`src/rtl/instruction_fetch_if.sv`:
```
// instruction_fetch_if: fetch-stage bus bundling ROM port, decode handshake, redirect and halt status
interface instruction_fetch_if #(
  parameter int ADDR_WIDTH = 11,
  parameter int DATA_WIDTH = 16
);
  logic                  enable;
  logic [ADDR_WIDTH-1:0] pm_addr;
  logic [DATA_WIDTH-1:0] pm_data;
  logic                  inst_valid;
  logic                  inst_ready;
  logic [DATA_WIDTH-1:0] inst_data;
  logic [ADDR_WIDTH-1:0] inst_pc;
  logic                  redirect_valid;
  logic [ADDR_WIDTH-1:0] redirect_addr;
  logic                  halted;
  modport master (
    input  enable, pm_data, inst_ready, redirect_valid, redirect_addr,
    output pm_addr, inst_valid, inst_data, inst_pc, halted
  );
  modport slave (
    output enable, pm_data, inst_ready, redirect_valid, redirect_addr,
    input  pm_addr, inst_valid, inst_data, inst_pc, halted
  );
endinterface

```
`src/rtl/instruction_fetch.sv`:
```
// instruction_fetch: PC/ROM issue with credit-limited token pipe and FWFT instruction FIFO
module instruction_fetch #(
  parameter int          ADDR_WIDTH   = 11,
  parameter int          DATA_WIDTH   = 16,
  parameter int          READ_LATENCY = 2,
  parameter int          FIFO_DEPTH   = 4,
  parameter logic [4:0]  HLT_OPCODE   = 5'b00000
) (
  input  logic clka,
  input  logic rsta_n,
  instruction_fetch_if.master bus
);
  localparam int CW = $clog2(FIFO_DEPTH + 1);
  localparam int PW = $clog2(FIFO_DEPTH);
  logic [ADDR_WIDTH-1:0]   pc_q, pc_d;
  logic                    halted_q, halted_d;
  logic [READ_LATENCY-1:0] tv_q, tv_d;
  logic [ADDR_WIDTH-1:0]   tpc_q [READ_LATENCY];
  logic [ADDR_WIDTH-1:0]   tpc_d [READ_LATENCY];
  logic [CW-1:0]           cnt_q, cnt_d;
  logic [PW-1:0]           rd_q, rd_d, wr_q, wr_d;
  logic [DATA_WIDTH-1:0]   mem_data [FIFO_DEPTH];
  logic [ADDR_WIDTH-1:0]   mem_pc [FIFO_DEPTH];
  logic [CW:0]             infl;
  logic                    empty, pop, hlt, redir, flush, issue, wr;
  function automatic logic [PW-1:0] nxt(input logic [PW-1:0] p);
    return p == PW'(FIFO_DEPTH - 1) ? '0 : p + PW'(1);
  endfunction
  always_comb begin
    infl = '0;
    for (int i = 0; i < READ_LATENCY; i++) infl = infl + {{CW{1'b0}}, tv_q[i]};
    empty = cnt_q == '0;
    pop = !empty && bus.inst_ready;
    hlt = pop && mem_data[rd_q][DATA_WIDTH-1 -: 5] == HLT_OPCODE;
    redir = bus.redirect_valid && !halted_q && !hlt;
    flush = redir || hlt;
    // credit: buffered plus in-flight reads never exceed the FIFO capacity
    issue = bus.enable && !halted_q && !bus.redirect_valid && !hlt &&
            ({1'b0, cnt_q} + infl < (CW+1)'(FIFO_DEPTH));
    wr = tv_q[READ_LATENCY-1] && !flush;
    pc_d = redir ? bus.redirect_addr : issue ? pc_q + ADDR_WIDTH'(1) : pc_q;
    halted_d = halted_q || hlt;
    tv_d = flush ? '0 : READ_LATENCY'({tv_q, issue});
    tpc_d[0] = pc_q;
    for (int i = 1; i < READ_LATENCY; i++) tpc_d[i] = tpc_q[i-1];
    cnt_d = flush ? '0 : cnt_q + CW'(wr) - CW'(pop);
    rd_d = flush ? '0 : pop ? nxt(rd_q) : rd_q;
    wr_d = flush ? '0 : wr ? nxt(wr_q) : wr_q;
  end
  always_ff @(posedge clka or negedge rsta_n) begin
    if (!rsta_n) begin
      pc_q     <= '0;
      halted_q <= 1'b0;
      tv_q     <= '0;
      cnt_q    <= '0;
      rd_q     <= '0;
      wr_q     <= '0;
    end else begin
      pc_q     <= pc_d;
      halted_q <= halted_d;
      tv_q     <= tv_d;
      cnt_q    <= cnt_d;
      rd_q     <= rd_d;
      wr_q     <= wr_d;
    end
  end
  // storage needs no reset: tv_q and cnt_q gate every use of it
  always_ff @(posedge clka) begin
    if (wr) begin
      mem_data[wr_q] <= bus.pm_data;
      mem_pc[wr_q]   <= tpc_q[READ_LATENCY-1];
    end
    tpc_q <= tpc_d;
  end
  a_no_overflow: assert property (@(posedge clka) disable iff (!rsta_n)
    !(wr && !pop && cnt_q == CW'(FIFO_DEPTH)));
  assign bus.pm_addr    = pc_q;
  assign bus.inst_valid = !empty;
  assign bus.inst_data  = empty ? '0 : mem_data[rd_q];
  assign bus.inst_pc    = empty ? '0 : mem_pc[rd_q];
  assign bus.halted     = halted_q;
endmodule

```
`src/flat_wrapper.sv`:
```
// flat-port wrapper written by rule: the top's interface ports become plain ports
module instruction_fetch_flat 
#(
  parameter int          ADDR_WIDTH   = 11,
  parameter int          DATA_WIDTH   = 16,
  parameter int          READ_LATENCY = 2,
  parameter int          FIFO_DEPTH   = 4,
  parameter logic [4:0]  HLT_OPCODE   = 5'b00000
)
  (clka, rsta_n, bus_enable, bus_pm_data, bus_inst_ready, bus_redirect_valid, bus_redirect_addr, bus_pm_addr, bus_inst_valid, bus_inst_data, bus_inst_pc, bus_halted);
  instruction_fetch_if #(.ADDR_WIDTH(ADDR_WIDTH), .DATA_WIDTH(DATA_WIDTH)) bus_i ();
  input  logic clka;
  input  logic rsta_n;
  input wire logic [$bits(bus_i.enable)-1:0] bus_enable;
  input wire logic [$bits(bus_i.pm_data)-1:0] bus_pm_data;
  input wire logic [$bits(bus_i.inst_ready)-1:0] bus_inst_ready;
  input wire logic [$bits(bus_i.redirect_valid)-1:0] bus_redirect_valid;
  input wire logic [$bits(bus_i.redirect_addr)-1:0] bus_redirect_addr;
  output wire logic [$bits(bus_i.pm_addr)-1:0] bus_pm_addr;
  output wire logic [$bits(bus_i.inst_valid)-1:0] bus_inst_valid;
  output wire logic [$bits(bus_i.inst_data)-1:0] bus_inst_data;
  output wire logic [$bits(bus_i.inst_pc)-1:0] bus_inst_pc;
  output wire logic [$bits(bus_i.halted)-1:0] bus_halted;
  assign bus_i.enable = bus_enable;
  assign bus_i.pm_data = bus_pm_data;
  assign bus_i.inst_ready = bus_inst_ready;
  assign bus_i.redirect_valid = bus_redirect_valid;
  assign bus_i.redirect_addr = bus_redirect_addr;
  assign bus_pm_addr = bus_i.pm_addr;
  assign bus_inst_valid = bus_i.inst_valid;
  assign bus_inst_data = bus_i.inst_data;
  assign bus_inst_pc = bus_i.inst_pc;
  assign bus_halted = bus_i.halted;
  instruction_fetch #(.ADDR_WIDTH(ADDR_WIDTH), .DATA_WIDTH(DATA_WIDTH), .READ_LATENCY(READ_LATENCY), .FIFO_DEPTH(FIFO_DEPTH), .HLT_OPCODE(HLT_OPCODE)) u_core (.clka(clka), .rsta_n(rsta_n), .bus(bus_i));
endmodule
```
`config.mk`:
```
export PLATFORM = sky130hd
export DESIGN_NAME = instruction_fetch_flat
export DESIGN_NICKNAME = d
export VERILOG_FILES = /design/src/rtl/instruction_fetch_if.sv /design/src/rtl/instruction_fetch.sv /design/src/flat_wrapper.sv
export SDC_FILE = /design/constraint.sdc
export NUM_CORES = 1
export LEC_CHECK = 0
export BUFFER_PORTS_ARGS = -buffer_cell sky130_fd_sc_hd__buf_2
export CAP_MARGIN = 10
export CORE_AREA = 2 2 118 120
export DETAILED_ROUTE_END_ITERATION = 10
export DIE_AREA = 0 0 120 122
export PLACE_DENSITY = 0.73
export SLEW_MARGIN = 20
export SYNTH_ARGS = -nofsm -noshare
export SYNTH_HDL_FRONTEND = slang
export SYNTH_SLANG_ARGS = --single-unit
```
`constraint.sdc`:
```
create_clock -name clka -period 6.1 [get_ports clka]
set_input_delay 0.915 -clock clka [delete_from_list [all_inputs] [get_ports clka]]
set_output_delay 0.915 -clock clka [all_outputs]
set_load 0.02 [all_outputs]
```
==> Word level (Yosys, flattened, before mapping) <==
Memories as Yosys holds them, arrays and structs flattened.
Index checks and enable logic that the tools add are counted.
{ "totals": {"ramBits": 108, "elab_cells": 55, "ff_bits": 43, "mem_count": 2} }
{ "classes": {"add_sub_neg": 7, "order_cmp": 1, "reduce_logical": 21, "n_eq_ne": 2, "muxes": 14} }
{ "memory_table": {"columns": ["name", "words", "word_bits", "rd", "rd_clocked_by_memory_dff", "wr", "line_no", "rtl"], "rows": [
  ["u_core.mem_data", 4, 16, 1, 0, 1, "instruction_fetch.sv:22", "logic [DATA_WIDTH-1:0] mem_data [FIFO_DEPTH];"],
  ["u_core.mem_pc", 4, 11, 1, 0, 1, "instruction_fetch.sv:23", "logic [ADDR_WIDTH-1:0] mem_pc [FIFO_DEPTH];"]
]} }
{ "ops": {"columns": ["operator", "n"], "rows": [
  ["two-way mux 11 bit", 3],
  ["two-way mux 16 bit", 1],
  ["two-way mux 2 bit", 7],
  ["adder 11 x 1 -> 11 bit, second input constant", 1],
  ["logical AND 1 bit", 9],
  ["nonzero test 2 bit", 3],
  ["zero test 1 bit", 5],
  ["zero test 5 bit", 1],
  ["adder 2 x 1 -> 2 bit, second input constant", 2],
  ["adder 3 x 4 -> 4 bit", 1],
  ["equality test 2 bit, second input constant", 2],
  ["less-than comparator 4 x 3 -> 1 bit, second input constant", 1],
  ["adder 3 x 1 -> 3 bit", 1],
  ["zero test 3 bit", 1],
  ["two-way mux 3 bit", 1],
  ["subtractor 3 x 1 -> 3 bit", 1],
  ["adder 1 x 1 -> 2 bit", 1],
  ["logical OR 1 bit", 2],
  ["two-way mux 1 bit", 2]
]} }

==> Longest topological paths before layout <==
{ "depth": {"word_depth": 12, "mapped_depth": 12} }

==> Worst setup path before layout <==
OpenSTA, ideal clock, no wires.
{ "synth_timing": {"path_type": "reg-to-output", "startpoint": "register u_core.rd_q[0]", "endpoint": "output port bus_inst_data[10]", "path_buffers": 2, "stages_incl_launch_ff": 5, "t_arrival_ns": 1.775, "path_slack_ns": 3.410, "cell_sequence": "dfrtp_1 -> buf_6 -> buf_1 -> mux4_2 -> nor2b_1"} }
{ "synth_between": {"elab_chain_len": 2} }
{ "synth_rtl": {"columns": ["item", "line_no", "rtl"], "rows": [
  ["start, declared", "instruction_fetch.sv:21", "logic [PW-1:0] rd_q, rd_d, wr_q, wr_d;"],
  ["start signal, assigned", "instruction_fetch.sv:63", "rd_q <= rd_d;"],
  ["memory (4 x 16 bit)", null, null],
  ["two-way mux 16 bit", "instruction_fetch.sv:79", "assign bus.inst_data = empty ? '0 : mem_data[rd_q];"],
  ["end, declared", "flat_wrapper.sv:21", "output wire logic [$bits(bus_i.inst_data)-1:0] bus_inst_data;"]
]} }
Every way passes these cells.

==> Worst setup path in the final report <==
{ "layout_timing": {"startpoint": "register u_core.rd_q[0]", "endpoint": "register u_core.cnt_q[2]"} }
{ "layout_between": {"elab_chain_len": 11} }
{ "layout_rtl": {"columns": ["item", "line_no", "rtl"], "rows": [
  ["memory (4 x 16 bit) (*)", null, null],
  ["zero test 5 bit (*)", "instruction_fetch.sv:34", "hlt = pop && mem_data[rd_q][DATA_WIDTH-1 -: 5] == HLT_OPCODE;"],
  ["logical AND 1 bit (*)", "instruction_fetch.sv:34", null],
  ["zero test 1 bit", "instruction_fetch.sv:35", "redir = bus.redirect_valid && !halted_q && !hlt;"],
  ["logical AND 1 bit", "instruction_fetch.sv:35", null],
  ["logical OR 1 bit (*)", "instruction_fetch.sv:36", "flush = redir || hlt;"],
  ["zero test 1 bit", "instruction_fetch.sv:40", "wr = tv_q[READ_LATENCY-1] && !flush;"],
  ["logical AND 1 bit", "instruction_fetch.sv:40", null],
  ["adder 3 x 1 -> 3 bit", "instruction_fetch.sv:46", "cnt_d = flush ? '0 : cnt_q + CW'(wr) - CW'(pop);"],
  ["subtractor 3 x 1 -> 3 bit", "instruction_fetch.sv:46", null],
  ["two-way mux 3 bit (*)", "instruction_fetch.sv:46", null],
  ["via u_core.cnt_d[2]", "instruction_fetch.sv:20", "logic [CW-1:0] cnt_q, cnt_d;"],
  ["end signal, assigned", "instruction_fetch.sv:62", "cnt_q <= cnt_d;"],
  ["end, declared", "instruction_fetch.sv:20", null]
]} }
Mark *: on every way through the listed nets, which the timed path passes. The rest lies on a longest branch.
A chain may end at the register's enable or synchronous reset.

==> impl_metrics.toml <==
[hold_path]
hp-class = "reg2reg"
hold_path.startpoint = "u_core.tpc_d[8]$_DFF_P_"
min_path_cells = 0

[finish]
final_net_count = 461
final_layout_size_suffix_gt1_frac = 0.3225
final_common_cell = "edfxtp_1"
num-fill-cells = 1099
finish.instance_area_mm2 = 0.006963
post-route-util = 0.5156
n_antenna_cell = 0
syn_to_final_growth_pct = 17.70
layout_common_cells = "edfxtp_1, buf_2, nor2b_1, mux4_2, dfxtp_1"

[synthesis]
synth_edf_count = 108
synth.area.mux_share = 0.1074
seq_area_frac_synth = 0.7115
synth_cell_types = 45
synth_xor_xnor_area_share = 0.002961
yosysWarningCount = 0
synthAdderAreaFrac = 0.02453
synth_top_area_cell = "edfxtp_1"
synthFlopType = "edfxtp_1"
syn_avg_cell_area_um2 = 17.10
synthSimpleGateAreaFrac = 0.07403
synth-async-reset-ratio = 0.1391
synth_top_area_share = 0.5482
synth_compound_area_frac = 0.04420
ys_seq_elements = 151
synth_top_family_by_area = "multiplexers"
netlist_area_mm2 = 0.005916
synthCells = 346
netlist_top_cells_area = "edfxtp_1, mux4_2, dfrtp_1"
syn_nets = 389

[critical_path]
crit_start = "u_core.rd_q[0]$_DFFE_PN0P_"
crit_fanout = 30
reg2reg_depth = 11
cp.arrival_ns = 3.87
cp_data_required_time_ns = 6.38
cp_cell_sequence = "mux4_1, nor4_4, nand2_1, o21ai_1, nor2_1, ha_1, inv_1, fa_1, xor2_1, xnor2_1, nor2_1"
crit_family = "flip-flops"
critical_path.slowest_cell = "dfrtp_2"
start_kind = "register"
slowest_delay_ns = 0.98
worstPathBufferInverterCount = 1
endpoint_kind = "register"
cpMostUsedCell = "nor2_1"
cp.depth = 11
crit_type = "reg2reg"
rr_startpoint = "u_core.rd_q[0]$_DFFE_PN0P_"

[cts]
clk_path_buf_depth = 2
clock_sinks = 151
cts-resized-gates = 0
cts_tree = "yes"
path_clk_slew_ns = 0.06
cts-buffers-inserted = 17
htreeDepth = 4
cts_hold_buf = 0
post_cts_buffers = 0
cts-root-buf = "clkbuf_16"
clk_latency_ns = 0.42

[job]
cap_violations = 0

[floorplanning]
core_mm2 = 0.01350
io_pins = 72
die_h_um = 122
num_rows = 43
die_area_mm2 = 0.01464
die_w_um = 120
start_util = 0.4381

[status]
status = "complete, no violations"

[detailed_routing]
vias = 3254
drtIter0Drc = 285
wirelength_um = 10720
via_per_inst = 5.326
wl_per_cell_um = 17.54
dr.pass1.iters = 5
drc = 0
ant_nets = 0

[power]
p_per_area_mw_per_mm2 = 501.2
ir_drop_mv = 0.2571
power_leakage_nw = 2.584

[global_route]
gr-total-overflow = 0
grtUsageTotal = 0.1601
grt_max_degree = 31
antenna_found_initial = 0
grt_pass1_wl_um = 17260
grt_pass1_vias = 3312

[place]
dpl_cell_area_mm2 = 0.006395
routabilityCongestion = 0.8260
hpwl_um = 6742
portBuffers = 71

[timing]
slew_headroom = 0.3661
fmax_mhz = 278.6
finClkSkew_ns = 0.008853
rsz0062_at_grt = "no"
fin_setup_tns_ns = 0
tightest_slew_ns = 0.9508
hold_viol_final = 0
period_share = 0.5884
slew_violations = 0
setup_viol = 0
period_minus_slack_ns = 3.589
## synthesized netlist by cell type, types with 2 or more instances
cell / n
inv_1: 15
nor2_1: 14
nand4_1: 2
mux4_2: 25
buf_1: 2
a2bb2oi_1: 2
a21oi_1: 15
clkbuf_1: 6
buf_4: 12
a22oi_1: 2
buf_6: 2
nand3_1: 6
o21ai_0: 3
mux2i_1: 2
buf_2: 2
ha_1: 10
edfxtp_1: 108
mux4_1: 2
and2_1: 2
nor2b_1: 28
and4_1: 2
dfrtp_1: 21
dfxtp_1: 22
and3_1: 5
a21o_1: 3
o22ai_1: 7
nand2_1: 4
nor3_1: 4
a41o_1: 2
## registers in the layout, indices dropped and copies added, names as in the netlist
signal and cells:
u_core.mem_data 64, u_core.mem_pc 44, u_core.wr_q 2, u_core.bus.pm_addr 11
u_core.tpc_q 11, u_core.tpc_d 11, u_core.bus.halted 1, u_core.tv_q 2
u_core.rd_q 2, u_core.cnt_q 3
## kinds of logic (layout without fill, tap and decap cells)
group	Yosys count	count (layout)
buf+inv	39	124
fa+ha+maj	11	11
mux	29	29
flops	151	151
xor+xnor	2	2
compound gates	41	41
simple gates	73	73
## where the power goes
group	total [W]	switching, W	internal (W)
Combinational	0.000987	0.000557	0.000431
Clock	0.000992	0.000423	0.000569
Sequential	0.00151	0.000208	0.00130
## routing by layer
layer	track usage	vias up	routed length, um
met5	0	-	0
met4	0.06250	0	109
met3	0.05009	12	696
met2	0.2660	136	5407
met1	0.1966	1639	4502
li1	-	1467	-
## worst register-to-register path: cells and delay by family, from the launching register on
| kind | cells | cell delay, ns |
|---|---|---|
| flip-flops | 1 | 0.98 |
| multiplexers | 1 | 0.72 |
| AND/OR/NAND/NOR | 4 | 0.72 |
| adder cells (fa/ha/maj) | 2 | 0.37 |
| XOR/XNOR | 2 | 0.33 |
| AO/OA/AOI/OAI | 1 | 0.28 |
| buffers and inverters | 1 | 0.06 |
## through the flow
| step | instances | power (W) | worst slack [ns] | hold WS, ns |
|---|---|---|---|---|
| floorplan | 346 | 0.002250 | 3.410 | 0.3096 |
| global placement | 579 | 0.002505 | 2.549 | 0.3110 |
| detailed placement | 579 | 0.002538 | 2.446 | 0.3121 |
| CTS | 611 | 0.003530 | 2.430 | 0.3268 |
| global route | 611 | 0.003681 | 2.184 | 0.3371 |
| finish | 611 | 0.003490 | 2.511 | 0.3267 |
## worst paths after layout
| path | to | slack [ns] |
|---|---|---|
| min in group asynchronous | u_core.cnt_q[0]$_DFF_PN0_ | 0.46 |
| max in group asynchronous | u_core.rd_q[0]$_DFFE_PN0P_ | 5.28 |
| max reg2reg | u_core.cnt_q[2]$_DFF_PN0_ | 2.51 |
| max | u_core.cnt_q[2]$_DFF_PN0_ | 2.51 |
| min reg2reg | u_core.tpc_q[8]$_DFF_P_ | 0.33 |
| min | u_core.tpc_q[8]$_DFF_P_ | 0.33 |
## area by class of cell
class                   count  area (um^2)  area share
repair buffers             77        400.4     0.05750
clock inverters            15        142.6     0.02049
clock buffers              17        425.4     0.06110
flip-flops and latches    151         4210      0.6047
multi-input cells         156         1503      0.2158
well taps                 180        225.2     0.03235
inverters                  15        56.30    0.008086
No activity file was read; power rests on OpenSTA's default activity.
